`src/rtl/sel_decoder.sv`:
```
// rtl/sel_decoder.sv - per-frame recovery of the AND/OR select key from operand/result samples
module sel_decoder (
    input  logic       clk,
    input  logic       rst_n,
    input  logic       in_valid,
    output logic       in_ready,
    input  logic [3:0] in_a,
    input  logic [3:0] in_b,
    input  logic [3:0] in_s,
    input  logic       in_last,
    output logic       out_valid,
    input  logic       out_ready,
    output logic       out_chave,
    output logic       out_ambig,
    output logic       out_err,
    output logic [3:0] out_count
);

    typedef enum logic [1:0] {
        IDLE   = 2'd0,
        ACCUM  = 2'd1,
        REPORT = 2'd2
    } state_t;

    state_t state_q;
    state_t state_d;

    logic and_ok;
    logic or_ok;
    logic accept;
    logic release_verdict;
    logic and_next;
    logic or_next;

    assign accept          = in_valid & in_ready;
    assign release_verdict = (state_q == REPORT) & out_valid & out_ready;

    // Flags as they stand once the current sample is folded in; the verdict is taken from these.
    assign and_next = and_ok & (in_s == (in_a & in_b));
    assign or_next  = or_ok  & (in_s == (in_a | in_b));

    always_comb begin
        state_d  = state_q;
        in_ready = 1'b0;
        case (state_q)
            IDLE: begin
                in_ready = 1'b1;
                if (in_valid) begin
                    state_d = in_last ? REPORT : ACCUM;
                end
            end
            ACCUM: begin
                in_ready = 1'b1;
                if (in_valid && in_last) begin
                    state_d = REPORT;
                end
            end
            REPORT: begin
                if (out_valid && out_ready) begin
                    state_d = IDLE;
                end
            end
            default: begin
                state_d = IDLE;
            end
        endcase
    end

    always_ff @(posedge clk or negedge rst_n) begin
        if (!rst_n) begin
            state_q <= IDLE;
        end else begin
            state_q <= state_d;
        end
    end

    always_ff @(posedge clk or negedge rst_n) begin
        if (!rst_n) begin
            and_ok    <= 1'b1;
            or_ok     <= 1'b1;
            out_count <= 4'd0;
            out_valid <= 1'b0;
            out_chave <= 1'b0;
            out_ambig <= 1'b0;
            out_err   <= 1'b0;
        end else if (release_verdict) begin
            and_ok    <= 1'b1;
            or_ok     <= 1'b1;
            out_count <= 4'd0;
            out_valid <= 1'b0;
            out_chave <= 1'b0;
            out_ambig <= 1'b0;
            out_err   <= 1'b0;
        end else if (accept) begin
            and_ok <= and_next;
            or_ok  <= or_next;
            if (out_count != 4'd15) begin
                out_count <= out_count + 4'd1;
            end
            if (in_last) begin
                out_valid <= 1'b1;
                out_chave <= and_next & ~or_next;
                out_ambig <= and_next & or_next;
                out_err   <= ~and_next & ~or_next;
            end
        end
    end

endmodule

```
`config.mk`:
```
export PLATFORM = sky130hd
export DESIGN_NAME = sel_decoder
export DESIGN_NICKNAME = d
export VERILOG_FILES = /design/src/rtl/sel_decoder.sv
export SDC_FILE = /design/constraint.sdc
export NUM_CORES = 1
export LEC_CHECK = 0
export BUFFER_PORTS_ARGS = -buffer_cell sky130_fd_sc_hd__buf_2
export CAP_MARGIN = 10
export CORE_MARGIN = 1
export CORE_UTILIZATION = 35
export CTS_BUF_LIST = sky130_fd_sc_hd__clkbuf_4
export DETAILED_ROUTE_END_ITERATION = 16
export PLACE_DENSITY = 0.71
export SETUP_SLACK_MARGIN = 0.2
export SYNTH_ARGS = -nofsm -noshare
export SYNTH_HDL_FRONTEND = slang
export SYNTH_SLANG_ARGS = --single-unit
```
`constraint.sdc`:
```
create_clock -name clk -period 1.6 [get_ports clk]
set_clock_uncertainty 0.1 [all_clocks]
set_input_delay 0.48 -clock clk [delete_from_list [all_inputs] [get_ports clk]]
set_output_delay 0.48 -clock clk [all_outputs]
set_load 0.01 [all_outputs]
```
==> results of run 1 <==
power groups by stage:
stage	clock [mW]	combinational (mW)	sequential (mW)
floorplan	0	0.214	0.537
global placement	0	0.408	0.514
detailed placement	0	0.418	0.521
CTS	0.193	0.542	0.488
global route	0.210	0.701	0.514
finish	0.188	0.644	0.498
cell families (layout without fill, tap and decap cells):
family,Yosys count,in the layout
AND/OR/NAND/NOR,32,32
AO/OA/AOI/OAI,15,15
flip-flops,12,12
XOR/XNOR,8,8
buffers and inverters,2,50
adder cells (fa/ha/maj),1,1
multiplexers,1,1
timing repair:
| action | CTS | global route |
|---|---|---|
| pin swaps | 5 | 6 |
| endpoints found under the hold margin | 10 | 0 |
| setup buffers | 5 | 5 |
| hold buffers | 1 | 0 |
| resized for setup | 15 | 8 |
| setup endpoints to repair | 10 | 16 |
worst reg2reg max path: stages (launching register included):
cell,delay [ns]
dfstp_2,0.54
o21ai_2,0.06
or4_4,0.43
a32o_1,0.24
worst min-delay path by stage:
stage / startpoint / to / slack, ns / cells after the start
5_1_grt: in_valid / state_q[0] / 0.33 / 2
2_1_floorplan: rst_n / out_ambig / 0.08 / 0
4_1_cts: in_valid / state_q[0] / 0.31 / 2
3_5_place_dp: rst_n / out_count[0] / 0.27 / 1
6_report: in_valid / state_q[0] / 0.32 / 2
3_3_place_gp: rst_n / out_count[0] / 0.27 / 1
metal layers:
metal / vias to the layer above / global-route usage (%)
li1: 355 / -
met3: 4 / 4.706
met4: 0 / 7.059
met1: 355 / 23.30
met2: 17 / 35.49
met5: - / 0
registers in the layout, indices dropped and copies added (netlist names):
register	count
and_ok	1
or_ok	1
out_ambig	1
out_chave	1
out_count	4
out_err	1
out_valid	1
state_q	2
stage by stage:
step / setup slack [ns] / total power [mW]
finish: 0.1191 / 1.330
global route: 0.06921 / 1.425
CTS: 0.1162 / 1.224
detailed placement: -0.2076 / 0.9388
global placement: -0.1831 / 0.9211
floorplan: -0.02777 / 0.7511
cells in the final DEF (no fill, tap or decap), types with 2 or more instances in the layout:
cell type	synthesis	layout
and2_1	2	2
nand2_1	8	7
xnor2_2	0	2
xor2_1	3	3
buf_4	0	17
nor2_4	0	2
a21oi_1	3	2
xnor2_1	5	3
nand3_1	2	2
buf_2	0	20
dfstp_2	2	2
nor2_1	8	7
o31ai_2	1	2
buf_6	0	7
o211ai_1	2	2
dfrtp_1	10	10
clkbuf_4	0	3
and3_1	2	2
cell type report:
type	count	area, sq um	area share (%)
multi-input cells	57	444.2	39.49
repair buffers	45	316.6	28.14
flip-flops and latches	12	302.8	26.92
well taps	25	31.28	2.781
clock buffers	3	22.52	2.002
clock inverters	1	3.754	0.3337
inverters	1	3.754	0.3337
==> impl_metrics.yaml, run 1 <==
status:
  status: "finished clean"
floorplanning:
  die_h_um: 46.10
  num_io_pins: 26
  die_x_um: 46.10
  core_area_sq_mm: 0.001783
  fp-row-count: 15
  die-area_sq_mm: 0.002125
  initial_core_util_pct: 38.18
drt:
  viasPerCell: 5.076
  wl_met2_mm: 1.091
  ant_nets: 0
  post-route-drc-count: 0
  routed.top_layer: "met4"
  firstDrtPassIters: 4
  wl_met3_um: 45
  wire_per_inst_um: 13.42
  wl_met1_um: 761
  routed_wl_mm: 1.933
  drt_iter0_markers: 19
  vias: 731
logic_synthesis:
  syn_inst: 71
  yosys_warnings: 0
  syn_nets: 89
  post-synth-top-count-cell: "dfrtp_1"
  yosys.area_share.xor_xnor_pct: 10.29
  synthAdderAreaFrac_pct: 1.838
  synth.cell_area_sq_um: 680.7
  yosys.area_share.simple_pct: 24.45
  synth_top_cell_by_area: "dfrtp_1"
  synth_area_per_cell_sq_um: 9.587
  synth_edf_count: 0
  synth_top_area_share_pct: 36.76
  ys_seq_area_share_pct: 44.49
  synth_area_leaders: "dfrtp_1, dfstp_2, xnor2_1"
  synthTopCellsByCount: "dfrtp_1, nand2_1, nor2_1"
  synth_ff_type: "dfrtp_1"
  ys_seq_elements: 12
  synth_top_family_by_area: "simple AND/OR/NAND/NOR gates"
  synth-compound-area-share_pct: 16.36
  yosysUniqueCellTypes: 33
  synthArstFlopShare_pct: 100.0
  synth_mux_area_share_pct: 1.471
worst_setup_path:
  path_class: "primary input to flip-flop"
  crit_arrival_ns: 1.55
  r2r-end: "out_err"
  critical-path-max-stage-delay_ns: 0.55
  path_cells: "buf_6 -> nor2_4 -> xnor2_2 -> or4_4 -> a32o_1"
  required_ns: 1.67
  cp-start-kind: "primary input"
  crit_end: "out_err"
  rr_startpoint: "or_ok"
  cp_num_cells: 5
  startpoint: "in_b[0]"
  critical-path-top-delay-family: "simple AND/OR/NAND/NOR gates"
  cpMaxStageDelayCell: "or4_4"
  cp_max_fo: 3
  r2r_cells: 3
  rrSetupSlack_ns: 0.13
  endpoint_kind: "flip-flop"
  crit_buf_inv: 1
finish:
  drive_above_1_share_pct: 54.62
  final_cells: 144
  nets: 138
  area_growth_pct: 65.26
  nFillCells: 147
  final_area_sq_mm: 0.001125
  post-route-util_pct: 63.09
  antenna_cells: 0
global_routing:
  grt_max_degree: 13
  grt_pass1_wl_mm: 2.973
  grt_pass1_vias: 682
  track_usage_pct: 20.05
  grt.overflow.total: 0
  antenna_found_initial: 0
pwr:
  power.density_mw_per_mm2: 1182
  ir_drop_v: 0.0008531
  p_leak_nw: 0.5197
  power_frac_comb_pct: 48.4
  switchingPower_uw: 496.8
  power.internal_uw: 832.8
  clkPwrFrac_pct: 14.2
  swShare_pct: 37.36
  power.share.sequential_pct: 37.4
clock_network:
  clk_path_buf_depth: 2
  clk_pin_slew_ns: 0.08
  cts_root_buffer: "clkbuf_4"
  htreeDepth: 1
  clk_latency_ns: 0.28
  numCtsBuffers: 3
  clkSinkCount: 12
  cts_tree: "built"
timing:
  report.final.hold_viol_count: 0
  slew_violations: 0
  fmax_mhz: 675.3
  maxSlewHeadroom_pct: 77.97
  fin_crit_sh_pct: 92.56
  rsz0062_at_grt: "yes"
  tightest_slew_ns: 0.3275
  holdWs_ns: 0.3196
  post-route-min-period_ns: 1.481
  finalSetupTns_ns: 0
  setup_viol: 0
placed_design:
  io_buffers: 25
  place_inst: 129
  place_congestion: 0.7525
  place_area_sq_um: 908.4
  place_hpwl_mm: 1.237
min_path:
  hold_path.class: "primary input to flip-flop"
job:
  maxCapViolations: 0
Power figures use the tool's default switching activity.
==> inputs of run 2 (changes only) <==
--- a/config.mk
+++ b/config.mk
@@ -5,13 +5,14 @@
 export SDC_FILE = /design/constraint.sdc
 export NUM_CORES = 1
 export LEC_CHECK = 0
+export ABC_AREA = 1
 export BUFFER_PORTS_ARGS = -buffer_cell sky130_fd_sc_hd__buf_2
 export CAP_MARGIN = 10
 export CORE_MARGIN = 1
 export CORE_UTILIZATION = 35
 export CTS_BUF_LIST = sky130_fd_sc_hd__clkbuf_4
 export DETAILED_ROUTE_END_ITERATION = 16
-export PLACE_DENSITY = 0.71
+export PLACE_DENSITY = 0.7
 export SETUP_SLACK_MARGIN = 0.2
 export SYNTH_ARGS = -nofsm -noshare
 export SYNTH_HDL_FRONTEND = slang
==> impl_metrics.yaml, run 2 <==
worst_setup_path:
  cp_max_fo: 3
  cp-start-kind: "flip-flop"
  endpoint_kind: "output pin"
  required_ns: 1.02
  path_class: "flip-flop to output pin"
  crit_arrival_ns: 0.86
  r2r_cells: 8
drt:
  routed_wl_mm: 1.619
  firstDrtPassIters: 4
  viasPerCell: 4.530
  drt_iter0_markers: 13
  post-route-drc-count: 0
  ant_nets: 0
  vias: 743
  wire_per_inst_um: 9.872
finish:
  area_growth_pct: 38.93
  top_register: "out_count"
  final_common_cell: "nand2_1"
  antenna_cells: 0
  post-route-util_pct: 52.27
  layout_common_cells: "nand2_1, buf_2, buf_4"
  largest_reg_flops: 4
  final_cells: 164
  top_regs: "out_count (4), state_q (2)"
  nets: 156
  drive_above_1_share_pct: 42.34
placed_design:
  place_inst: 148
  io_buffers: 25
  place_congestion: 0.6772
  place_ws_ns: 0.1894
  place_hpwl_mm: 1.148
logic_synthesis:
  synth_top_cell_by_area: "dfrtp_1"
  synth_ff_type: "dfrtp_1"
  ys_seq_elements: 12
  ys_seq_area_share_pct: 40.60
  synth_area_leaders: "dfrtp_1, nand2_1, dfstp_2"
  synthTopCellsByCount: "nand2_1, dfrtp_1, inv_1, nor2_1, nand3_1"
  synth_edf_count: 0
  synth_area_per_cell_sq_um: 7.768
  synthArstFlopShare_pct: 100.0
  yosysUniqueCellTypes: 22
  post-synth-top-count-cell: "nand2_1"
  synth.cell_area_sq_um: 745.7
  syn_inst: 96
  syn_nets: 114
  yosys_warnings: 0
  synth_top_area_share_pct: 33.56
timing:
  tightest_slew_ns: 0.2699
  maxSlewHeadroom_pct: 82.01
  rsz0062_at_grt: "yes"
  finalSetupTns_ns: 0
  setup_viol: 0
  report.final.hold_viol_count: 0
  fmax_mhz: 696.3
  final.setup.worst_slack_ns: 0.1638
  fin_crit_sh_pct: 89.76
  slew_violations: 0
  post-route-min-period_ns: 1.436
floorplanning:
  die_h_um: 48.16
  num_io_pins: 26
  die-area_sq_mm: 0.002319
  initial_core_util_pct: 37.63
  core_area_sq_mm: 0.001982
  die_x_um: 48.16
  fp-row-count: 16
clock_network:
  clk_path_buf_depth: 2
  clk_latency_ns: 0.28
  cts_root_buffer: "clkbuf_4"
  numCtsBuffers: 3
  htreeDepth: 1
  clkSinkCount: 12
  clk_pin_slew_ns: 0.09
  cts_tree: "built"
min_path:
  hold_depth: 3
  hold_path.class: "primary input to flip-flop"
global_routing:
  antenna_found_initial: 0
  grt_pass1_wl_mm: 2.166
  track_usage_pct: 13.97
  grt.overflow.total: 0
  grt_max_degree: 13
  grt_pass1_vias: 541
pwr:
  ir_drop_v: 0.0009557
  p_leak_nw: 0.5504
  power.density_mw_per_mm2: 1359
  report.power.total_mw: 1.408
job:
  maxCapViolations: 0
status:
  status: "finished clean"
==> run 2: routing by layer <==
metal / share of wire, % / vias to the layer above / GRT usage (%)
li1: - / 396 / -
met1: 47 / 323 / 17.40
met2: 47 / 22 / 21.33
met3: 6.2 / 2 / 7.407
met4: 0.49 / 0 / 3.333
met5: 0 / - / 0
==> run 2: cell families (layout without fill, tap and decap cells) <==
family | count (synthesis) | after routing | share of synthesized area [%]
compound gates | 15 | 15 | 11.41
xor+xnor | 4 | 4 | 4.699
simple gates | 52 | 52 | 35.57
flops | 12 | 12 | 40.60
buf+inv | 12 | 53 | 6.041
fa+ha+maj | 1 | 1 | 1.678
==> run 2: per-stage QoR <==
stage	area, sq um	hold WS, ns
after floorplan	745.7	0.08441
after global placement	904.6	0.2677
after detailed placement	904.6	0.2672
after CTS	993.5	0.3358
after global routing	1036	0.3454
final	1036	0.3382
==> run 2: what timing repair did <==
| item | 4_1_cts | 5_1_grt |
|---|---|---|
| cloned | 0 | 0 |
| hold endpoints to repair | 10 | 0 |
| gates resized for setup | 0 | 2 |
| endpoints found under the setup margin | 8 | 9 |
| setup buffers | 7 | 4 |
| hold buffers | 1 | 0 |
==> run 2: area by class of cell <==
type | count | area, sq um
flip-flops and latches | 12 | 302.8
fillers | 193 | 945.9
inverters | 12 | 45.04
repair buffers | 37 | 230.2
well taps | 27 | 33.78
clock inverters | 1 | 3.754
clock buffers | 3 | 22.52
multi-input cells | 72 | 397.9
==> run 2: worst max-delay path: stages, from the launching register on <==
cell     delay, ns
dfrtp_1       0.40
inv_2         0.08
buf_6         0.10
==> run 2: power breakdown <==
group | internal (mW) | total, mW | switching [mW]
sequential | 0.438 | 0.519 | 0.0807
combinational | 0.349 | 0.690 | 0.342
clock | 0.0905 | 0.199 | 0.108
==> run 2: final timing paths <==
kind / startpoint / to / slack [ns]
min: in_last / state_q[0] / 0.34
max: state_q[1] / in_ready / 0.16
max reg2reg: state_q[1] / out_ambig / 0.28
min in group asynchronous: rst_n / state_q[0] / 0.49
min reg2reg: out_chave / out_chave / 0.45
max in group asynchronous: rst_n / or_ok / 0.64
==> inputs of run 3 (changes only) <==
--- a/config.mk
+++ b/config.mk
@@ -12,7 +12,7 @@
 export CORE_UTILIZATION = 35
 export CTS_BUF_LIST = sky130_fd_sc_hd__clkbuf_4
 export DETAILED_ROUTE_END_ITERATION = 16
-export PLACE_DENSITY = 0.7
+export PLACE_DENSITY = 0.65
 export SETUP_SLACK_MARGIN = 0.2
 export SYNTH_ARGS = -nofsm -noshare
 export SYNTH_HDL_FRONTEND = slang
==> impl_metrics.yaml, run 3 (synthesis results as in run 2) <==
timing:
  rsz0062_at_grt: "yes"
  setup_viol: 0
  final.setup.worst_slack_ns: 0.1752
  slew_violations: 0
  post-route-min-period_ns: 1.425
  report.final.hold_viol_count: 0
  fmax_mhz: 701.8
  fin_crit_sh_pct: 89.05
  maxSlewHeadroom_pct: 81.43
  finalSetupTns_ns: 0
  tightest_slew_ns: 0.2786
worst_setup_path:
  endpoint_kind: "output pin"
  r2r_cells: 6
  required_ns: 1.02
  startpoint: "state_q[1]"
  rr_startpoint: "out_count[1]"
  cp-start-kind: "flip-flop"
  crit_arrival_ns: 0.84
  crit_end: "in_ready"
  path_class: "flip-flop to output pin"
  r2r-end: "out_count[2]"
  cp_max_fo: 3
  rrSetupSlack_ns: 0.27
floorplanning:
  num_io_pins: 26
  die_h_um: 48.16
  initial_core_util_pct: 37.63
  fp-row-count: 16
  die_x_um: 48.16
  die-area_sq_mm: 0.002319
  core_area_sq_mm: 0.001982
finish:
  area_growth_pct: 37.25
  layout_common_cells: "nand2_1, buf_2, dfrtp_1"
  top_register: "out_count"
  antenna_cells: 0
  final_common_cell: "nand2_1"
  largest_reg_flops: 4
  nFillCells: 198
  drive_above_1_share_pct: 43.28
  nets: 153
  top_regs: "out_count (4), state_q (2)"
drt:
  post-route-drc-count: 0
  viasPerCell: 4.627
  routed_wl_mm: 1.591
  wire_per_inst_um: 9.882
  ant_nets: 0
  drt_iter0_markers: 8
  vias: 745
  firstDrtPassIters: 4
pwr:
  power.share.sequential_pct: 37.1
  ir_drop_v: 0.0008514
  clkPwrFrac_pct: 15.1
  p_leak_nw: 0.5388
  power.density_mw_per_mm2: 1363
  power.internal_uw: 881.1
  power_frac_comb_pct: 47.8
  switchingPower_uw: 513.9
  swShare_pct: 36.84
clock_network:
  numCtsBuffers: 3
  cts_tree: "built"
  clk_pin_slew_ns: 0.08
  htreeDepth: 1
  cts_root_buffer: "clkbuf_4"
  clkSinkCount: 12
  clk_latency_ns: 0.27
  clk_path_buf_depth: 2
placed_design:
  place_hpwl_mm: 1.205
  place_congestion: 0.7683
  place_ws_ns: 0.1646
  io_buffers: 25
min_path:
  hold_path.class: "primary input to flip-flop"
global_routing:
  grt_pass1_wl_mm: 2.670
  grt_pass1_vias: 638
  grt_max_degree: 13
  grt.overflow.total: 0
  track_usage_pct: 16.82
  antenna_found_initial: 0
job:
  maxCapViolations: 0
status:
  status: "finished clean"
## run 3: worst min-delay path by stage
stage	from	depth (start not counted)	slack, ns	end
2_1_floorplan	rst_n	0	0.08	out_ambig
3_3_place_gp	rst_n	1	0.27	out_count[3]
3_5_place_dp	rst_n	1	0.27	out_count[3]
4_1_cts	in_last	3	0.36	state_q[0]
5_1_grt	in_last	3	0.38	state_q[0]
6_report	in_last	3	0.38	state_q[0]
## run 3: through the flow
step | hold WS [ns] | util [%] | instance area [sq um] | cells | power [mW]
3_3_place_gp | 0.2739 | 45.64 | 904.6 | 148 | 1.011
2_1_floorplan | 0.08441 | - | 745.7 | 96 | 0.8491
5_1_grt | 0.3808 | 51.64 | 1023 | 161 | 1.531
3_5_place_dp | 0.2733 | 45.64 | 904.6 | 148 | 1.032
6_report | 0.3786 | 51.64 | 1023 | 161 | 1.395
4_1_cts | 0.3646 | 49.87 | 988.4 | 158 | 1.346
## run 3: power by group through the flow
stage / registers [mW] / logic [mW] / clock network [mW]
detailed placement: 0.548 / 0.484 / 0
global route: 0.537 / 0.756 / 0.238
global placement: 0.542 / 0.470 / 0
finish: 0.517 / 0.667 / 0.211
floorplan: 0.566 / 0.283 / 0
CTS: 0.519 / 0.606 / 0.221
## run 3: critical path, cell delays in order (launching register included)
cell and delay [ns]:
dfrtp_1 0.41, inv_2 0.07, buf_6 0.09
## run 3: layer usage
metal	part of all wire [%]	up-vias	global-route usage, %
met3	3.2	0	5.556
li1	-	391	-
met5	0	-	0
met1	50	341	23.67
met2	47	13	25.33
met4	0	0	3.333
## run 3: final cells by class
class / instances / area [sq um] / area share, %
timing repair buffer: 34 / 207.7 / 20.29
multi-input combinational: 72 / 404.1 / 39.49
sequential: 12 / 302.8 / 29.58
tap: 27 / 33.78 / 3.301
inverter: 12 / 45.04 / 4.401
clock buffer: 4 / 30.03 / 2.934
## run 3: what timing repair did
action / 4_1_cts / 5_1_grt
setup endpoints to repair: 7 / 11
setup buffers: 5 / 3
gates resized for setup: 1 / 3
endpoints found under the hold margin: 10 / 0
hold buffers: 1 / 0
